<file path="src/rtl/debounce_edge_pkg.sv">
// Shared constants for the debounce/edge-detect block: counter sizing helper,
// I/O library defaults and the per-sample decision type used by each filter bit.
package debounce_edge_pkg;

  localparam int DEFAULT_STABLE   = 4;
  localparam int DEFAULT_PRESCALE = 1;

  // $clog2 with a floor of one bit, so a 0..0 counter still has a legal width.
  function automatic int counter_width(input int n);
    return (n <= 2) ? 1 : $clog2(n);
  endfunction

  typedef enum logic [1:0] {
    SAMPLE_HOLD,
    SAMPLE_MATCH,
    SAMPLE_COUNT,
    SAMPLE_ACCEPT
  } sample_e;

endpackage

</file>
<file path="src/rtl/debounce_edge_if.sv">
// Level and pulse bundle between the debouncer and its consumer.
interface debounce_edge_if #(
  parameter int p_WIDTH = 3
);
  logic [p_WIDTH-1:0] iv_input;
  logic [p_WIDTH-1:0] ov_state;
  logic [p_WIDTH-1:0] ov_rise;
  logic [p_WIDTH-1:0] ov_fall;

  modport master (
    output iv_input,
    input  ov_state,
    input  ov_rise,
    input  ov_fall
  );

  modport slave (
    input  iv_input,
    output ov_state,
    output ov_rise,
    output ov_fall
  );
endinterface

</file>
<file path="src/rtl/debounce_edge_bit.sv">
// One bit of filter: held level, mismatch counter and registered rise/fall pulses.
// The level only moves after p_STABLE consecutive mismatching strobed samples.
module debounce_edge_bit
  import debounce_edge_pkg::*;
#(
  parameter int p_STABLE = DEFAULT_STABLE
) (
  input  logic i_clk,
  input  logic i_reset,
  input  logic i_strobe,
  input  logic i_in,
  output logic o_state,
  output logic o_rise,
  output logic o_fall
);

  localparam int              CW       = counter_width(p_STABLE);
  localparam logic [CW-1:0]   CNT_LAST = CW'(p_STABLE - 1);

  logic [CW-1:0] cnt_q, cnt_d;
  logic          state_q, state_d;
  logic          rise_q, rise_d;
  logic          fall_q, fall_d;
  sample_e       sample;

  always_comb begin
    sample = SAMPLE_HOLD;
    if (i_strobe) begin
      if (i_in == state_q) begin
        sample = SAMPLE_MATCH;
      end else if (cnt_q == CNT_LAST) begin
        sample = SAMPLE_ACCEPT;
      end else begin
        sample = SAMPLE_COUNT;
      end
    end
  end

  // Pulses default low so they never outlive the cycle after acceptance.
  always_comb begin
    cnt_d   = cnt_q;
    state_d = state_q;
    rise_d  = 1'b0;
    fall_d  = 1'b0;
    unique case (sample)
      SAMPLE_HOLD:  ;
      SAMPLE_MATCH: cnt_d = '0;
      SAMPLE_COUNT: cnt_d = cnt_q + CW'(1);
      SAMPLE_ACCEPT: begin
        cnt_d   = '0;
        state_d = i_in;
        rise_d  = i_in;
        fall_d  = ~i_in;
      end
    endcase
  end

  always_ff @(posedge i_clk or posedge i_reset) begin
    if (i_reset) begin
      cnt_q   <= '0;
      state_q <= 1'b0;
      rise_q  <= 1'b0;
      fall_q  <= 1'b0;
    end else begin
      cnt_q   <= cnt_d;
      state_q <= state_d;
      rise_q  <= rise_d;
      fall_q  <= fall_d;
    end
  end

  assign o_state = state_q;
  assign o_rise  = rise_q;
  assign o_fall  = fall_q;

  a_pulse_exclusive: assert property (@(posedge i_clk) disable iff (i_reset)
    !(rise_q && fall_q));

  a_cnt_bounded: assert property (@(posedge i_clk) disable iff (i_reset)
    cnt_q <= CNT_LAST);

endmodule

</file>
<file path="src/rtl/debounce_edge.sv">
// Per-bit debouncer with rise/fall pulses. Owns the shared sample prescaler and
// one filter per input bit; the input must already be synchronised to i_clk.
module debounce_edge
  import debounce_edge_pkg::*;
#(
  parameter int p_WIDTH    = 3,
  parameter int p_STABLE   = DEFAULT_STABLE,
  parameter int p_PRESCALE = DEFAULT_PRESCALE
) (
  input  logic            i_clk,
  input  logic            i_reset,
  debounce_edge_if.slave  bus
);

  localparam int            PW       = counter_width(p_PRESCALE);
  localparam logic [PW-1:0] PRE_LAST = PW'(p_PRESCALE - 1);

  logic [PW-1:0]      pre_q, pre_d;
  logic               strobe;
  logic [p_WIDTH-1:0] state_v;
  logic [p_WIDTH-1:0] rise_v;
  logic [p_WIDTH-1:0] fall_v;

  // With p_PRESCALE=1 the counter sits at 0 == PRE_LAST, so strobe is always high.
  always_comb begin
    strobe = (pre_q == PRE_LAST);
    pre_d  = strobe ? '0 : pre_q + PW'(1);
  end

  always_ff @(posedge i_clk or posedge i_reset) begin
    if (i_reset) begin
      pre_q <= '0;
    end else begin
      pre_q <= pre_d;
    end
  end

  generate
    for (genvar gi = 0; gi < p_WIDTH; gi++) begin : g_bit
      debounce_edge_bit #(
        .p_STABLE (p_STABLE)
      ) u_bit (
        .i_clk    (i_clk),
        .i_reset  (i_reset),
        .i_strobe (strobe),
        .i_in     (bus.iv_input[gi]),
        .o_state  (state_v[gi]),
        .o_rise   (rise_v[gi]),
        .o_fall   (fall_v[gi])
      );
    end
  endgenerate

  assign bus.ov_state = state_v;
  assign bus.ov_rise  = rise_v;
  assign bus.ov_fall  = fall_v;

endmodule

</file>
<file path="src/flat_wrapper.sv">
// flat-port wrapper written by rule: the top's interface ports become plain ports
module debounce_edge_flat import debounce_edge_pkg::*;
#(
  parameter int p_WIDTH    = 3,
  parameter int p_STABLE   = DEFAULT_STABLE,
  parameter int p_PRESCALE = DEFAULT_PRESCALE
)
  (i_clk, i_reset, bus_iv_input, bus_ov_state, bus_ov_rise, bus_ov_fall);
  debounce_edge_if #(.p_WIDTH(p_WIDTH)) bus_i ();
  input  logic i_clk;
  input  logic i_reset;
  input wire logic [$bits(bus_i.iv_input)-1:0] bus_iv_input;
  output wire logic [$bits(bus_i.ov_state)-1:0] bus_ov_state;
  output wire logic [$bits(bus_i.ov_rise)-1:0] bus_ov_rise;
  output wire logic [$bits(bus_i.ov_fall)-1:0] bus_ov_fall;
  assign bus_i.iv_input = bus_iv_input;
  assign bus_ov_state = bus_i.ov_state;
  assign bus_ov_rise = bus_i.ov_rise;
  assign bus_ov_fall = bus_i.ov_fall;
  debounce_edge #(.p_WIDTH(p_WIDTH), .p_STABLE(p_STABLE), .p_PRESCALE(p_PRESCALE)) u_core (.i_clk(i_clk), .i_reset(i_reset), .bus(bus_i));
endmodule
</file>
<file path="config.mk">
export PLATFORM = sky130hd
export DESIGN_NAME = debounce_edge_flat
export DESIGN_NICKNAME = d
export VERILOG_FILES = /design/src/rtl/debounce_edge_pkg.sv /design/src/rtl/debounce_edge_if.sv /design/src/rtl/debounce_edge_bit.sv /design/src/rtl/debounce_edge.sv /design/src/flat_wrapper.sv
export SDC_FILE = /design/constraint.sdc
export NUM_CORES = 1
export LEC_CHECK = 0
export BUFFER_PORTS_ARGS = -buffer_cell sky130_fd_sc_hd__buf_4
export CELL_PAD_IN_SITES_DETAIL_PLACEMENT = 1
export CELL_PAD_IN_SITES_GLOBAL_PLACEMENT = 2
export CORE_MARGIN = 4
export CORE_UTILIZATION = 29
export CTS_CLUSTER_DIAMETER = 200
export DETAILED_ROUTE_END_ITERATION = 7
export HOLD_SLACK_MARGIN = 0.03
export PLACE_DENSITY = 0.73
export SLEW_MARGIN = 40
export SYNTH_ARGS = -nofsm -noshare
export SYNTH_HDL_FRONTEND = slang
export SYNTH_SLANG_ARGS = --single-unit
</file>
<file path="constraint.sdc">
create_clock -name i_clk -period 0.99 [get_ports i_clk]
set_input_delay 0.0495 -clock i_clk [delete_from_list [all_inputs] [get_ports i_clk]]
set_output_delay 0.0495 -clock i_clk [all_outputs]
set_load 0.05 [all_outputs]
</file>
==> impl_metrics.ini, run 1 <==
[status]
status = finished, violations left
violations = setup timing

[setup_path]
cp_max_fo = 5
critPathKind = flop to flop
endpoint_kind = flop
crit_slowest_cell = dfrtp_1
critical_path_depth = 2
cp.arrival_ns = 1.18
critPathRequiredTime_ns = 1.15
rr_worst_depth = 2
path_cells = ha_4 -> mux2_4
cp_num_buf_inv = 0
critPathTopFamily = flip-flops
max_stage_delay_ns = 0.42
cp-start-kind = flop

[final_layout]
fin_area_sq_um = 837
drive_gt1_share_pct = 43.3
n_antenna_cell = 0
fin_nets = 76
nFillCells = 222
ff_latch_area_sq_um = 375
areaGrowthSynthToFinish_pct = 30.9
multi_input_area_sq_um = 211

[sta]
timing.fmax_ghz = 0.985
slew_violations = 0
timing.final.ws_setup_ns = -0.0256
finalCriticalPeriod_ns = 1.02
rsz0062_at_grt = true
finalHoldViolCount = 0
hold_slack_ns = 0.328
fin_worst_skew_ns = 0.00259
slew_headroom_pct = 81.6
period_share_pct = 103
setup_viol = 1
tightest_slew_ns = 0.273

[cts]
tritoncts = done
root_buffer = clkbuf_4
htreeDepth = 1
cts_buffers = 3
cts.sinks = 15
clk_latency_ns = 0.27
clockBufferDepth = 2
clk_pin_slew_ns = 0.09

[power_and_ir_drop]
peakVddDrop_mv = 0.868
p_switching_uw = 859
internal-power_uw = 1400
switching_share_pct = 38.0
pwr-share-comb_pct = 43.6
pwr-share-clk_pct = 14.8
p_leak_uw = 0.000406
power_frac_seq_pct = 41.5
power_per_cell_area_nw_per_um2 = 2700

[drt]
routedWlPerCell_um = 11.6
wl_met3_um = 27
drt_first_iter_violations = 1
finalWirelength_mm = 1.09
drc = 0
wl_met2_um = 555
ant_nets = 0
vias = 389
top_layer = met4
drt-met1-wl_um = 479
viasPerCell = 4.14
dr.pass1.iters = 2

[grt]
grt_usage_pct = 9.42
grt-ovfl-total = 0
grt_max_degree = 16
grt_pass1_wl_mm = 1.92
grt_pass1_vias = 444
antenna_found_initial = 0

[logic_synthesis]
synth-async-reset-ratio_pct = 100
synth.most_common_cell = dfrtp_1
yosys.area.top_type_share_pct = 58.7
synth_cells = 51
synth_area_sq_um = 639
synth_seq_cells = 15
synth_edf_count = 0
ys_seq_area_share_pct = 58.7
postSynthAreaPerCell_sq_um = 12.5
ys_warn_count = 0
yosysTopAreaCell = dfrtp_1
yosys-top-cells-area = dfrtp_1, buf_4, ha_1
syn-num-nets = 59
synth.distinct_cells = 13
synth-main-ff-cell = dfrtp_1
synth_commonest_cells = dfrtp_1, buf_4

[floorplanning]
initial_core_util_pct = 31.6
coreArea_sq_um = 2020
die_w_um = 55.0
io_pins = 14
die-area_sq_um = 3020
num_rows = 16
die_y_um = 55.0

[placed_design]
hpwlAfterDp_um = 793
placed_cell_area_sq_um = 721
place_ws_ns = -0.0494
gp_congestion = 0.606
portBuffers = 13

[min_path]
min_path_type = input pin to asynchronous set/reset pin

[job]
cap_violations = 0
==> worst paths after layout <==
kind                            slack, ns                                       start                                         end
worst max-delay path                -0.03  u_core.g_bit[2].u_bit.cnt_q[0]$_DFFE_PP0P_   u_core.g_bit[2].u_bit.o_state$_DFFE_PP0N_
worst min-delay path                 0.33                                     i_reset      u_core.g_bit[2].u_bit.o_fall$_DFF_PP0_
worst max register to register      -0.03  u_core.g_bit[2].u_bit.cnt_q[0]$_DFFE_PP0P_   u_core.g_bit[2].u_bit.o_state$_DFFE_PP0N_
worst min register to register       0.46  u_core.g_bit[0].u_bit.cnt_q[0]$_DFFE_PP0P_  u_core.g_bit[0].u_bit.cnt_q[0]$_DFFE_PP0P_
max in group asynchronous            0.49                                     i_reset  u_core.g_bit[0].u_bit.cnt_q[1]$_DFFE_PP0P_
min in group i_clk                   0.46  u_core.g_bit[0].u_bit.cnt_q[0]$_DFFE_PP0P_  u_core.g_bit[0].u_bit.cnt_q[0]$_DFFE_PP0P_
==> layer usage <==
layer	vias up	GRT usage, %
li1	191	-
met1	191	10.6
met2	5	15.2
met3	2	1.61
met4	0	8.50
met5	-	0
==> power groups by stage <==
stage	clock [uW]	sequential (uW)	combinational (uW)
5_1_grt	389	962	1090
3_3_place_gp	0	914	807
4_1_cts	344	936	930
6_report	336	940	988
2_1_floorplan	0	894	729
3_5_place_dp	0	932	848
==> cells in the final DEF, fill, tap and decap left out <==
cell / instances
clkbuf_4: 3
nor3b_2: 4
nand2_1: 3
clkbuf_1: 1
nor3b_1: 1
buf_4: 14
and3b_2: 1
xnor2_1: 3
nor3_1: 3
nor2_1: 3
buf_6: 3
dfrtp_1: 15
mux2_4: 1
o21ai_0: 2
inv_1: 3
ha_2: 2
ha_4: 1
dlygate4sd3_1: 4
==> state kept, by name, summed over array words and instances (netlist names) <==
register,flops
u_core.g_bit.u_bit.cnt_q,6
u_core.g_bit.u_bit.o_fall,3
u_core.g_bit.u_bit.o_rise,3
u_core.g_bit.u_bit.o_state,3
==> layout make-up <==
type / instances / share of cell area [%]
clock buffers: 4 / 3.14
repair buffers: 21 / 21.4
well taps: 27 / 4.04
multi-input cells: 24 / 25.3
inverters: 3 / 1.35
flip-flops and latches: 15 / 44.8
==> through the flow <==
step | power [uW] | util, % | std cells | TNS, ns
after floorplan | 1620 | - | 51 | 0
after global placement | 1720 | 35.6 | 84 | -0.00605
after detailed placement | 1780 | 35.6 | 84 | -0.0494
after CTS | 2210 | 40.2 | 93 | -0.0144
after global routing | 2440 | 41.4 | 94 | -0.0655
final | 2260 | 41.4 | 94 | -0.0256
==> worst register-to-register path: cells and delay by family (launching register included) <==
family,cells,cell delay (ns)
flip-flops,1,0.42
multiplexers,1,0.30
adder cells (fa/ha/maj),1,0.19
==> cells by family (layout without fill, tap and decap cells) <==
| logic type | Yosys count | count (layout) | share of synthesized area, % |
|---|---|---|---|
| DFF | 15 | 15 | 58.7 |
| and+or+nand+nor | 15 | 15 | 15.7 |
| buffers and inverters | 12 | 28 | 12.3 |
| adders and majority gates | 3 | 3 | 5.87 |
| xor gates and xnor gates | 3 | 3 | 4.11 |
| AOI/OAI and AO/OA | 2 | 2 | 1.57 |
| muxes | 1 | 1 | 1.76 |
==> timing repair <==
| item | CTS | global route |
|---|---|---|
| buffers inserted | 1 | 1 |
| resized for setup | 3 | 5 |
| endpoints found under the setup margin | 2 | 12 |
| hold buffers | 4 | 0 |
| endpoints found under the hold margin | 18 | 0 |
| pin swaps | 1 | 1 |
Power figures use the tool's default switching activity.
==> run 2, diff against run 1 <==
- PLACE_DENSITY: 0.73 -> 0.74
- SYNTH_HIERARCHICAL: not set -> 1
==> run 2 against run 1 <==
  * The run still ends with setup timing left
  * Register-to-register slack worse by 0.16 ns
  * Utilization up 16 points
  * Routed wire length is 53% higher
  * Clock power increased by 2%
  * Fmax shrank 13%
  * First-iteration DRC count rose by 100%
  * Sequential share of layout area decreased by 13 points
  * Count of clock-buffer cells in the layout unchanged
  * Non-clock buffer count grew 10
  * Hold slack got worse by 0.25 ns
  * Global-route usage rose by 2.4 points
  * Critical path type unchanged
==> impl_metrics.ini, run 2 <==
[status]
status = finished, violations left
violations = setup timing

[setup_path]
cp_max_fo = 3
crit_slowest_cell = dfrtp_1
critPathKind = flop to flop
max_stage_delay_ns = 0.42
endpoint_kind = flop
rr_worst_depth = 3
critPathRequiredTime_ns = 1.19
cp.arrival_ns = 1.37
cp-start-kind = flop
path_cells = ha_4 -> or3b_1 -> o22ai_1

[sta]
finalHoldViolCount = 0
timing.fmax_ghz = 0.853
rsz0062_at_grt = true
timing.final.ws_setup_ns = -0.182
setup_viol = 13
tns_ns = -1.03
fin_worst_skew_ns = 0.00139
period_share_pct = 118
finalCriticalPeriod_ns = 1.17
slew_violations = 0

[final_layout]
top_register = u_core/g_bit.u_bit/cnt_q
fin_nets = 113
areaGrowthSynthToFinish_pct = 81.5
multi_input_area_sq_um = 438
n_antenna_cell = 0
largest_reg_flops = 6
layout_common_cells = buf_4, conb_1, dfrtp_1
nFillCells = 221
drive_gt1_share_pct = 52.9
ff_latch_area_sq_um = 379
layout_commonest_cell = buf_4

[cts]
tritoncts = done
root_buffer = clkbuf_4
cts.sinks = 15
clk_latency_ns = 0.28
cts_buffers = 3
clk_pin_slew_ns = 0.08
htreeDepth = 1
clockBufferDepth = 2

[drt]
drc = 0
viasPerCell = 4.30
drt_first_iter_violations = 2
ant_nets = 0
vias = 563
finalWirelength_mm = 1.67
routedWlPerCell_um = 12.7
dr.pass1.iters = 2

[floorplanning]
num_rows = 16
initial_core_util_pct = 31.8
die_w_um = 55.3
die_y_um = 55.3
die-area_sq_um = 3060
io_pins = 14
coreArea_sq_um = 2040

[placed_design]
hpwlAfterDp_mm = 1.05
gp_congestion = 0.700
portBuffers = 13

[logic_synthesis]
synth.most_common_cell = dfrtp_1
synth_area_sq_um = 649
synth-main-ff-cell = dfrtp_1
yosysTopAreaCell = dfrtp_1
synth-async-reset-ratio_pct = 100
synth_cells = 55
ys_warn_count = 6
ys_seq_area_share_pct = 57.8
synth_commonest_cells = dfrtp_1, inv_1, nand2_1, nor3b_1
yosys-top-cells-area = dfrtp_1, nor3b_1, ha_1
synth.distinct_cells = 11
yosys.area.top_type_share_pct = 57.8
postSynthAreaPerCell_sq_um = 11.8
synth_edf_count = 0
synth_seq_cells = 15

[grt]
grt_pass1_wl_mm = 2.74
grt_pass1_vias = 597
grt_usage_pct = 11.8
grt-ovfl-total = 0
grt_max_degree = 9
antenna_found_initial = 0

[min_path]
min_path_type = input pin to flop
min_delay_path_depth = 2

[power_and_ir_drop]
switching_share_pct = 38.1
p_leak_uw = 0.000583
power_per_cell_area_nw_per_um2 = 2500
pwr-share-clk_pct = 11.6
internal-power_uw = 1830
power_uw = 2950
peakVddDrop_mv = 1.38
power_frac_seq_pct = 35.3
p_switching_uw = 1120
pwr-share-comb_pct = 53.1

[job]
cap_violations = 0
[run 2: worst paths after layout]
check	slack [ns]	to	from
setup / recovery	-0.18	u_core/g_bit[1].u_bit/cnt_q[0]$_DFFE_PP0P_	u_core/g_bit[1].u_bit/cnt_q[1]$_DFFE_PP0P_
hold / removal	0.08	u_core/g_bit[0].u_bit/o_rise$_DFF_PP0_	bus_iv_input[0]
setup reg to reg	-0.18	u_core/g_bit[1].u_bit/cnt_q[0]$_DFFE_PP0P_	u_core/g_bit[1].u_bit/cnt_q[1]$_DFFE_PP0P_
hold reg to reg	0.52	u_core/g_bit[0].u_bit/o_rise$_DFF_PP0_	u_core/g_bit[0].u_bit/o_state$_DFFE_PP0N_
max in group asynchronous	0.56	u_core/g_bit[0].u_bit/o_state$_DFFE_PP0N_	i_reset
min in group asynchronous	0.24	u_core/g_bit[2].u_bit/o_rise$_DFF_PP0_	i_reset
[run 2: layout make-up]
| cell class | count | share of cell area [%] |
|---|---|---|
| clock buffers | 4 | 2.23 |
| inverters | 9 | 2.87 |
| multi-input cells | 45 | 37.2 |
| flip-flops and latches | 15 | 32.2 |
| repair buffers | 31 | 22.7 |
| well taps | 27 | 2.87 |
[run 2: logic make-up after synthesis]
kind of cell,synth area share [%]
other cells,0.577
buf+inv,5.20
fa+ha+maj,5.78
flops,57.8
mux,5.20
xor+xnor,4.05
compound gates,6.94
simple gates,14.5
[run 2: metal layers]
layer	vias to the layer above	track usage, %	part of all wire (%)
li1	272	-	-
met1	273	11.1	35
met2	12	20.9	58
met3	6	3.73	3.8
met4	0	9.38	3.8
met5	-	0	0
[run 2: critical path, delay by kind of cell (launching register included)]
| kind | cells | cell delay [ns] |
|---|---|---|
| DFF | 1 | 0.42 |
| and+or+nand+nor | 1 | 0.34 |
| adders and majority gates | 1 | 0.19 |
| AOI/OAI and AO/OA | 1 | 0.14 |
[run 2: through the flow]
| step | setup WS [ns] | instance area, sq um | instances | utilization [%] | hold WS (ns) |
|---|---|---|---|---|---|
| 2_1_floorplan | -0.0620 | 728 | 69 | - | -0.172 |
| 3_3_place_gp | -0.123 | 882 | 112 | 43.2 | -0.0192 |
| 3_5_place_dp | -0.175 | 882 | 112 | 43.2 | -0.0180 |
| 4_1_cts | -0.177 | 1120 | 129 | 54.7 | 0.0479 |
| 5_1_grt | -0.211 | 1180 | 131 | 57.7 | 0.0718 |
| 6_report | -0.182 | 1180 | 131 | 57.7 | 0.0766 |
[run 2: power by group through the flow]
stage | Sequential [uW] | Clock (uW) | Combinational, uW
finish | 1040 | 342 | 1570
CTS | 1010 | 358 | 1370
global placement | 986 | 0 | 905
detailed placement | 1000 | 0 | 948
floorplan | 1200 | 0 | 450
global route | 1070 | 395 | 1710
[run 2: repair_timing]
item / 4_1_cts / 5_1_grt
endpoints found under the hold margin: 18 / 0
hold buffers: 5 / 0
pin swaps: 9 / 6
resized for setup: 18 / 10
buffers inserted: 8 / 2
endpoints found under the setup margin: 17 / 18
